File: config.mk
export PLATFORM = sky130hd
export DESIGN_NAME = matrix_frame_scheduler
export DESIGN_NICKNAME = d
export VERILOG_FILES = /design/src/rtl/matrix_frame_scheduler.sv
export SDC_FILE = /design/constraint.sdc
export NUM_CORES = 1
export LEC_CHECK = 0
export CAP_MARGIN = 0
export CORE_MARGIN = 2
export CORE_UTILIZATION = 42
export DETAILED_ROUTE_END_ITERATION = 10
export PLACE_DENSITY = 0.86
export SETUP_SLACK_MARGIN = 0.3
export SLEW_MARGIN = 30
export SYNTH_ARGS = -nofsm -noshare
export SYNTH_HDL_FRONTEND = slang
export SYNTH_SLANG_ARGS = --single-unit
File: constraint.sdc
create_clock -name CLK -period 2.4 [get_ports CLK]
set_input_delay 0.48 -clock CLK [delete_from_list [all_inputs] [get_ports CLK]]
set_output_delay 0.48 -clock CLK [all_outputs]
set_load 0.03 [all_outputs]
File: src/rtl/matrix_frame_scheduler.sv
// matrix_frame_scheduler: cycles 4 LED frames with programmable dwell and row-scans the selected frame
module matrix_frame_scheduler #(
  parameter int SCAN_DIV = 500,
  parameter int DWELL_W  = 8
) (
  input  logic               CLK,
  input  logic               NRST,
  input  logic               EN,
  input  logic               STEP,
  input  logic               DIR,
  input  logic [DWELL_W-1:0] DWELL,
  input  logic [34:0]        FRAME_IN,
  output logic               SEL0,
  output logic               SEL1,
  output logic [6:0]         ROW,
  output logic [4:0]         COL,
  output logic               FRAME_TICK
);
  localparam int PW = SCAN_DIV > 1 ? $clog2(SCAN_DIV) : 1;
  localparam logic [PW-1:0] PRE_MAX = PW'(SCAN_DIV - 1);
  localparam logic [0:0] BLANK = 1'b0;
  localparam logic [0:0] SHOW  = 1'b1;

  logic [0:0]         state_q, state_d;
  logic [2:0]         row_q, row_d;
  logic [PW-1:0]      pre_q, pre_d;
  logic [DWELL_W-1:0] scan_q, scan_d;
  logic               pend_q, pend_d;
  logic [1:0]         frame_q, frame_d;
  logic               tick_q, tick_d;
  logic [4:0]         col_q, col_d;
  logic               row_end, boundary, dwell_hit, adv;
  logic [DWELL_W:0]   scan_inc, dwell_eff;

  // Next-state logic: row scan sequencing plus frame advance decision at the scan boundary
  always_comb begin
    row_end   = state_q == SHOW && pre_q == '0;
    boundary  = row_end && row_q == 3'd6;
    scan_inc  = {1'b0, scan_q} + {{DWELL_W{1'b0}}, 1'b1};
    dwell_eff = DWELL == '0 ? {{DWELL_W{1'b0}}, 1'b1} : {1'b0, DWELL};
    dwell_hit = scan_inc >= dwell_eff;
    adv       = boundary && (EN ? dwell_hit : (pend_q || STEP));
    scan_d    = !boundary ? scan_q : (EN && !dwell_hit) ? scan_inc[DWELL_W-1:0] : '0;
    pend_d    = !EN && !boundary && (pend_q || STEP);
    frame_d   = !adv ? frame_q : DIR ? frame_q - 2'd1 : frame_q + 2'd1;
    tick_d    = adv;
    state_d   = state_q == BLANK ? SHOW : row_end ? BLANK : SHOW;
    pre_d     = state_q == BLANK ? PRE_MAX : row_end ? pre_q : pre_q - PW'(1);
    row_d     = !row_end ? row_q : row_q == 3'd6 ? 3'd0 : row_q + 3'd1;
    col_d     = state_q == BLANK ? FRAME_IN[{3'b0, row_q} * 6'd5 +: 5] : col_q;
  end

  // State registers with asynchronous reset so outputs clear without a clock
  always_ff @(posedge CLK or negedge NRST) begin
    if (!NRST) begin
      state_q <= BLANK;
      row_q   <= '0;
      pre_q   <= '0;
      scan_q  <= '0;
      pend_q  <= 1'b0;
      frame_q <= '0;
      tick_q  <= 1'b0;
      col_q   <= '0;
    end else begin
      state_q <= state_d;
      row_q   <= row_d;
      pre_q   <= pre_d;
      scan_q  <= scan_d;
      pend_q  <= pend_d;
      frame_q <= frame_d;
      tick_q  <= tick_d;
      col_q   <= col_d;
    end
  end

  // Output decode: row drive is blanked outside SHOW so at most one row is ever lit
  always_comb begin
    ROW        = state_q == SHOW ? 7'd1 << row_q : 7'd0;
    COL        = col_q;
    SEL0       = frame_q[1];
    SEL1       = frame_q[0];
    FRAME_TICK = tick_q;
  end
endmodule

# == Word-level counts from Yosys, hierarchy flattened ==
# Index checks and enable logic that the tools add are counted.
# totals
reg_bits,30
wordCells,41
in_bits,48
out_inout_bits,15
# op_classes
mux,10
mul,1
n_reduce_logical,12
eq_ne,2
shifts,2
n_addsub,5
magnitude_cmp,1
# ops
op,n
$shiftx A35 B7 Y5,1
$mux W9,2
$mux W8,2
$add A8 B1 Y9 const B,1
$ge A9 B8 Y1,1
$logic_not A9 Y1,1
$sub A9 B1 Y9 const B,1
$logic_not A8 Y1,1
$mux W7,1
$shl A1 B3 Y7 const A,1
$logic_and A1 B1 Y1,6
$mul A3 B3 Y6 const B,1
$add A3 B1 Y3 const B,1
$eq A3 B3 Y1 const B,1
$logic_not A1 Y1,3
$mux W1,3
$mux W3,1
$add A2 B1 Y2 const B,1
$mux W2,1
$ne A2 B2 Y1 const B,1
$sub A2 B1 Y2 const B,1
$logic_or A1 B1 Y1,1

# == Logic depth before layout (Yosys ltp) ==
# depth
word_depth,6
mapped_depth,10
ltp_nobuf,10

# == Worst setup path after synthesis ==
# No wires, ideal clock.
# synth_path
path_type,register to register
startpoint,register scan_q[0]
endpoint,register frame_q[1]
setup_time_ps,135
slack_ps,-72
arrival_ps,2338
stages_incl_launch_ff,11
required_ps,2265
n_path_buf,0
period_less_slack_ps,2472
cell_sequence,dfrtp_1 > ha_1 > nand3_1 > nor2_1 > xor2_1 > ha_1 > and3_1 > a221oi_1 > o21a_1 > a211oi_2 > xor2_1
# synth_between
elab_chain_cells,4
# synth_rtl
item,line_no,rtl
"start, declared",27,"logic [DWELL_W-1:0] scan_q, scan_d;"
"start signal, assigned",68,scan_q <= scan_d;
$add A8 B1 Y9,39,"scan_inc = {1'b0, scan_q} + {{DWELL_W{1'b0}}, 1'b1};"
$ge A9 B8 Y1,41,dwell_hit = scan_inc >= dwell_eff;
$mux W1,42,adv = boundary && (EN ? dwell_hit : (pend_q || STEP));
$logic_and A1 B1 Y1,42,
"end signal, assigned",70,frame_q <= frame_d;
"end, declared",29,"logic [1:0] frame_q, frame_d;"
# Every way passes these cells.
# A chain may end at the register's enable or synchronous reset.

# == Worst setup path after layout ==
# Same ends and word-level chain as after synthesis.

==> summary.md <==
| Metric | Value |
|---|---|
| Post-synth ARST share | `between 90% and 100%` |
| Dominant synthesized flop cell | `dfrtp_1` |
| Nets@finish | `361` |
| GRT Overall Usage | `a little over a fifth` |
| Clock share of power | `about two fifths` |
| Area growth, synth to finish | `52.8%` |
| Placed wire-length estimate | `3940 um` |
| Crit-path cells | `nand4_1 -> nor2_1 -> xor2_1 -> ha_1 -> and3_4 -> a221oi_4 -> o21a_4 -> a211oi_2 -> xor2_1` |
| Final core occ | `about two thirds` |
| Mean Syn Cell Area | `between 9 and 10 um2` |
| Die Ht | `about 73 um` |
| Buf+Inv Stages, Crit Path | `0` |
| Syn Nets | `around 270` |
| Critical path startpoint | `scan_q[0]` |
| FMAX | `roughly 420 MHz` |
| Largest net degree at the start of global routing | `31` |
| Post-synthesis sequential element count | `30` |
| Pleak | `between 1 and 1.5 nW` |
| R2r startpoint | `scan_q[0]` |
| Hold EP | `frame_q[1]` |
| Final hold vios | `0` |
| Final setup viols | `0` |
| Cell count along the critical path | `9` |
| Worst-skew pair later-pin latency | `290 ps` |
| Hold depth | `1` |
| N_diodes | `0` |
| Initial antenna violation count | `0` |
| Post-synthesis sequential area ratio | `a little under two fifths` |
| Pwr dens | `~370 nW/um2` |
| H-tree depth | `2` |
| Cell family with most CP delay | `compound AO/OA/AOI/OAI gates` |
| Initial Util | `between 40% and 50%` |
| Data required, critical path | `roughly 2600 ps` |
| Final worst-path cycle share | `99.2%` |
| Reg2reg end | `frame_q[1]` |
| Slew @ Worst Pin | `~380 ps` |
| Met1 GRT Util | `about a quarter` |
| Worst hold path class | `reg -> reg` |
| Worst min-delay path startpoint | `frame_q[1]` |
| Critical path startpoint category | `flip-flop` |
| Final min period | `around 2400 ps` |
| Clock root buffer | `clkbuf_8` |
| Critical path's largest stage delay | `between 400 and 500 ps` |
| Routed Antenna Nets | `0` |
| Commonest cells in the netlist | `nand2_1 (34), dfrtp_1 (30), o21ai_0 (18), nor2_1 (15)` |
| Area share of the largest cell type after synthesis | `between 30% and 40%` |
| Reg-to-reg slack, setup | `between 15 and 20 ps` |
| Post-synth EDFFs | `0` |
| Synthesized area | `1970 um2` |
| Slew margin rel. | `approximately 75%` |
| Status | `finished clean` |
| Mapped Cells | `214` |
| Met2 Usage GRT | `a little over a third` |
| Total CTS buffers | `5` |
| Slew Viols, Final | `0` |
| Comb pwr share | `14.6%` |
| Chip width | `72.5 um` |
| CTS tree | `done` |
| R2r worst-path depth | `9` |
| Layout cells sized above 1 | `between 20 and 25%` |
| # Max-Cap Violations | `0` |
| Initial DRC count | `between 100 and 150` |
| Final WL | `5430 um` |
| Power share of the sequential group | `around 47%` |
| Die ar. | `roughly 5300 um2` |
| Largest area contributor in the synthesized netlist | `dfrtp_1` |
| CTS Sinks | `30` |
| Core Rows | `24` |
| Vias/cell | `5.47` |
| Critical path's slowest cell | `dfrtp_1` |
| Area after DPL | `2820 um2` |
| Residual DRC count | `0` |
| Peak VDD IR | `approximately 0.28 mV` |
| Synth cell types | `40` |
| Crit path kind | `reg -> reg` |
| Switching pwr | `~260 uW` |
| Switching Fraction | `a little under a quarter` |
| Met3 Use GR | `5.00%` |
| Number of buffers added on ports | `62` |
| DR pass1 iterations | `4` |
| Wire per inst | `~15 um` |
| CP arrival | `2540 ps` |
| Fin area | `around 3000 um2` |
| Largest cells by area after synthesis | `dfrtp_1 (38%), ha_1 (7.0%), nand2_1 (6.5%)` |
| Hold Buf Count CTS | `0` |
| CTS max path bufs | `2` |
| IO Pins | `63` |
| First-pass GRT wire length | `8740 um` |
| Crit end category | `flip-flop` |
| FILL cells | `around 310` |
| Core Region | `4440 um2` |
| Clk_skew | `16.1 ps` |
| Global route overflow | `0` |
| Most frequent cell after synthesis | `nand2_1` |
| RSZ-0062 raised after global routing | `true` |
| Critical path fanouts, max | `5` |
| Vias | `just under 2000` |
| Cell mode on critical path | `xor2_1` |
| P_int | `844 uW` |
| Vias in the first global route | `between 1500 and 2000` |
| CTS clk-pin slew, worst paths | `around 80 ps` |
| Top Usage Layer GRT | `met2` |
| Synth warnings | `0` |
| Routability Congestion | `approximately 0.87` |
[worst register-to-register path: stages, from the launching register on]
cell and delay, ps:
dfrtp_1 420, nand4_1 180, nor2_1 160, xor2_1 240, ha_1 270, and3_4 200
a221oi_4 320, o21a_4 230, a211oi_2 80, xor2_1 150
[worst max path at each step]
stage,slack [ps],end
detailed placement,-280,scan_q[7]
global placement,-200,frame_q[1]
finish,20,frame_q[1]
global route,-70,frame_q[1]
CTS,120,frame_q[1]
floorplan,170,frame_q[1]
[power by group through the flow]
stage | clock network [mW] | logic (mW) | registers (mW)
floorplan | 0 | 0.0351 | 0.532
global placement | 0 | 0.147 | 0.524
detailed placement | 0 | 0.152 | 0.524
CTS | 0.428 | 0.155 | 0.514
global route | 0.445 | 0.176 | 0.515
finish | 0.427 | 0.161 | 0.514
[cell type report]
class	instances	area, um2	share of cell area [%]
clock inverters	1	5.00	0.166
flip-flops and latches	30	752	25.0
clock buffers	7	86.3	2.87
multi-input cells	165	1250	41.5
well taps	52	65.1	2.16
repair buffers	89	812	27.0
inverters	11	41.3	1.37
[cell families (layout without fill, tap and decap cells)]
| group | count (synthesis) | in the layout | share of synthesized area (%) |
|---|---|---|---|
| XOR/XNOR | 14 | 14 | 6.22 |
| multiplexers | 12 | 12 | 9.33 |
| buffers and inverters | 19 | 108 | 3.62 |
| adder cells (fa/ha/maj) | 11 | 11 | 6.98 |
| flip-flops | 30 | 30 | 38.1 |
| AND/OR/NAND/NOR | 82 | 82 | 20.3 |
| AO/OA/AOI/OAI | 46 | 46 | 15.5 |
[per-layer routing]
metal,vias to the layer above,routed length (um)
met5,-,0
met4,0,78
met3,6,322
met2,67,2780
met1,934,2250
li1,936,-
[state kept, by name, indices dropped and copies added (netlist names)]
| register | flops |
|---|---|
| pre_q | 9 |
| scan_q | 8 |
| COL | 5 |
| row_q | 3 |
| frame_q | 2 |
| FRAME_TICK | 1 |
| pend_q | 1 |
| state_q | 1 |
[stage by stage]
stage | setup WS (ps) | std cells | total power, mW | hold slack (ps) | TNS (ps)
global placement | -197 | 340 | 0.671 | 463 | -1570
global route | -68.9 | 355 | 1.14 | 485 | -196
finish | 19.1 | 355 | 1.10 | 476 | 0
CTS | 116 | 352 | 1.10 | 478 | 0
floorplan | 166 | 214 | 0.567 | 184 | 0
detailed placement | -280 | 340 | 0.676 | 469 | -2470
[layout by cell type (no fill, tap or decap), drive strengths merged, types with 5 or more instances in the layout]
cell type | netlist | final
clkdlybuf4s50 | 0 | 55
nand2 | 34 | 34
dfrtp | 30 | 30
buf | 0 | 29
o21ai | 21 | 21
nor2 | 15 | 15
inv | 11 | 11
ha | 11 | 11
xor2 | 9 | 9
clkbuf | 8 | 7
nand2b | 6 | 6
nor3 | 6 | 6
mux2i | 6 | 6
nand3 | 6 | 6
xnor2 | 5 | 5
mux4 | 5 | 5
o211ai | 5 | 5
dlygate4sd2 | 0 | 5
[repair_timing]
item                                    4_1_cts  5_1_grt
endpoints found under the setup margin       16       15
buffers inserted                              4        3
resized for setup                            15       10
pin swaps                                    13       17
No activity file was read; power rests on OpenSTA's default activity.
==> RTL change 1: new RTL, same settings <==
Reset style: synchronous (`NRST`), changed in one clocked block. Comments in the files are not updated.
--- a/src/rtl/matrix_frame_scheduler.sv
+++ b/src/rtl/matrix_frame_scheduler.sv
@@ -53,3 +53,3 @@
   // State registers with asynchronous reset so outputs clear without a clock
-  always_ff @(posedge CLK or negedge NRST) begin
+  always_ff @(posedge CLK) begin
     if (!NRST) begin
Check against the original RTL: differs if NRST is asserted again (counterexample within 4 cycles, from zero or initial values and one cycle with NRST low); with NRST held inactive, the same outputs for 10 cycles.
==> RTL change 1 against the original RTL <==
- wire length grew 0.15%
- design area increased by 0.21%
- clock skew decreased by 0.0086 ns
- die area rose by 1.6%
- total power rose by 16%
- synthesized area increased by 1.7%
- sequential cell count unchanged
- setup slack improved by 0.21 ns
==> RTL change 1: results (changes against the original RTL) <==
* Signal inverters at 14 (+3)
* Peak VDD IR at 437 uV (+55%)
* Fraction of layout cells with a size suffix above 1 at 22.0% (+1.3 points)
* Reg2Reg Setup Slack at 0.23 ns (+0.21 ns)
* Worst R2R End: frame_q[0]
* Placer Congestion at 0.821 (-5.6%)
* Syn Nets at 298 (+9.2%)
* Max incr delay on CP at 0.47 ns (+0.05 ns)
* PostCTS Resize Cnt at 22 (+7)
* First-pass GRT wire length at 9040 um (+3.5%)
* Mux cell area share after synthesis at 9.49% (+0.15 points)
* Reg-to-reg startpoint: scan_q[0]
* Mapped Cells at 238 (+11%)
* Fill count at 374 (+20%)
* Multi-input combinational area share at 47.0% (+5.5 points)
* Slew margin rel. at 70.3% (-4.3 points)
* Sequential cell count at 30 (unchanged)
* Outcome: complete, no violations
* Adder-Cell Fraction of Synth Area at 7.49% (+0.51 points)
* Final HPWL DP at 4070 um (+3.1%)
* Min-delay src: pend_q
* Clock skew at 0.00744 ns (-0.00862 ns)
* DP Area at 0.00277 mm^2 (-1.6%)
* Clock buffers at 8 (+1)
* Met2 Usage GRT at 35.1% (-1.2 points)
* Final net count at 372 (+3.0%)
* Post-Route WL at 5440 um (+0.15%)
* Top cells by area, synth: dfxtp_1, ha_1, mux4_2, a21oi_1, nand2_1
* DR iter-0 viols at 125 (+16%)
* Met2 Wirelength at 2790 um (+0.32%)
* Met3 track demand over resource at 5.39% (+0.39 points)
* Hold Slack at 0.478 ns (+0.00193 ns)
* Static leakage at 1.18 nW (-10%)
* Met1 GRT Util at 27.6% (+1.3 points)
## RTL change 1: stage by stage
step | total power [mW] | setup WS, ns
finish | 1.28 | 0.229
global route | 1.34 | 0.136
CTS | 1.28 | 0.119
detailed placement | 0.812 | -0.194
global placement | 0.804 | -0.150
floorplan | 0.684 | 0.304
## RTL change 1: how the worst max path moves through the flow
stage / end / slack (ns) / cells past startpoint
final: frame_q[0] / 0.23 / 10
after global routing: scan_q[6] / 0.14 / 12
after CTS: ROW[2] / 0.12 / 4
after detailed placement: FRAME_TICK / -0.19 / 9
after global placement: FRAME_TICK / -0.15 / 9
after floorplan: FRAME_TICK / 0.30 / 10
## RTL change 1: power by group through the flow
| stage | Sequential, mW | Combinational, mW | Clock (mW) |
|---|---|---|---|
| finish | 0.541 | 0.265 | 0.472 |
| global route | 0.543 | 0.291 | 0.510 |
| CTS | 0.542 | 0.259 | 0.482 |
| detailed placement | 0.556 | 0.256 | 0 |
| global placement | 0.554 | 0.250 | 0 |
| floorplan | 0.561 | 0.123 | 0 |
==> RTL change 2: new RTL, same flow settings <==
Made on the original files. Change the parameter `DWELL_W` from 8 to 12.
--- a/src/rtl/matrix_frame_scheduler.sv
+++ b/src/rtl/matrix_frame_scheduler.sv
@@ -3,3 +3,3 @@
   parameter int SCAN_DIV = 500,
-  parameter int DWELL_W  = 8
+  parameter int DWELL_W  = 12
 ) (
Interface: changed (resized DWELL); port bits go from 63 to 67. The function was not compared with the original's and may differ.
==> RTL change 2 against the original RTL <==
- the run now ends with setup timing left
- global-route usage down 0.91 points
- synthesized area up 23%
- critical path depth up 5
- first-iteration DRC count up 65%
- wire length up 30%
- setup slack worse by 0.41 ns
- via count up 27%
- sequential cell count up 4
- design area up 23%
- total power up 7.1%
- largest cell class unchanged
- highest routed layer unchanged
==> RTL change 2: results (changes against the original RTL) <==
* TNS Setup at -3.55 ns (-3.55 ns)
* Setup ws final at -0.392 ns (-0.412 ns)
* Synth unique cells at 47 (+18%)
* Final Non-Filler Cells at 443 (+25%)
* Mapped Cells at 268 (+25%)
* Max FFs per register at 12 (+3)
* DP Area at 0.00341 mm^2 (+21%)
* Sw Share at 23.5% (about the same)
* Clock share of power at 32.5% (-6.2 points)
* Largest net degree at the start of global routing at 35 (+13%)
* Peak VDD IR at 309 uV (+9.5%)
* Port bufs at 66 (+6.5%)
* Failing checks: setup timing
* Register Area at 856 um^2 (+14%)
* Post-Route WL at 7060 um (+30%)
* DR iter-0 viols at 178 (+65%)
* Top cells by area, synth: dfrtp_1, ha_1, nand2_1, o21ai_0, mux4_2
* First-pass GRT wire length at 10400 um (+20%)
* Vias/cell at 5.57 (+1.8%)
* Static leakage at 1.60 nW (+22%)
* Placed cells at 429 (+26%)
* Final setup violation count at 15 (+15)
* DP Worst Slack at -0.480 ns (-0.200 ns)
* Syn Nets at 335 (+23%)
* Fraction of layout cells with a size suffix above 1 at 24.0% (+3.2 points)
* All-Layer GR Usage at 20.5% (-0.91 points)
* Vias in the first global route at 2322 (+17%)
* Seq group at 588 uW (+14%)
* Internal at 904 uW (+7.1%)
* Clk slew on worst S/H paths at 0.06 ns (-0.02 ns)
* Reg with most FFs: scan_q
* Placer Congestion at 0.871 (about the same)
* Critical path data arrival time at 2.97 ns (+0.43 ns)
* Outcome: finished with violations
* Top post-synthesis cells by count: nand2_1, dfrtp_1, o21ai_0
* Detailed Routing Iterations Pass 1 at 5 (+1)
[RTL change 2: changes by cell type in the layout (fill, tap and decap cells not counted), sizes merged, moves of 6 or more]
cell | unedited run | this run
buf | 29 | 44
inv | 11 | 18
nor3 | 6 | 13
nand2 | 34 | 40
nor2 | 15 | 9
[RTL change 2: area by class of cell]
type | count | share of cell area [%]
flip-flops and latches | 34 | 23.2
clock buffers | 7 | 2.07
well taps | 72 | 2.44
inverters | 18 | 1.83
repair buffers | 108 | 26.4
multi-input cells | 204 | 44.1
[RTL change 2: timing repair]
action                     in CTS  in global routing
setup endpoints to repair      20                 17
gates resized for setup        11                 32
pin swaps                       9                 18
hold endpoints to repair        0                  0
buffers inserted                1                  6
[RTL change 2: path summary, 6_finish.rpt]
path                                 start    endpoint  slack [ns]  cells after the start
worst min-delay path            frame_q[1]  frame_q[1]        0.48                      1
max in group asynchronous             NRST   scan_q[1]        1.46                      2
min in group asynchronous             NRST   scan_q[7]        0.62                      2
worst min register to register  frame_q[1]  frame_q[1]        0.48                      1
worst max-delay path             scan_q[0]   scan_q[9]       -0.39                     14
worst max register to register   scan_q[0]   scan_q[9]       -0.39                     14
[RTL change 2: cell families after synthesis]
| group | count (synthesis) | share of synthesized area (%) |
|---|---|---|
| AND/OR/NAND/NOR | 107 | 23.6 |
| AO/OA/AOI/OAI | 54 | 15.1 |
| flip-flops | 34 | 35.2 |
| buffers and inverters | 30 | 5.02 |
| XOR/XNOR | 17 | 6.16 |
| adder cells (fa/ha/maj) | 15 | 7.76 |
| multiplexers | 11 | 7.19 |
[RTL change 2: metal layers]
layer | wire (um) | track usage (%)
met1 | 2850 | 26.6
met2 | 3680 | 34.8
met3 | 404 | 3.17
met4 | 127 | 6.61
met5 | 0 | 0
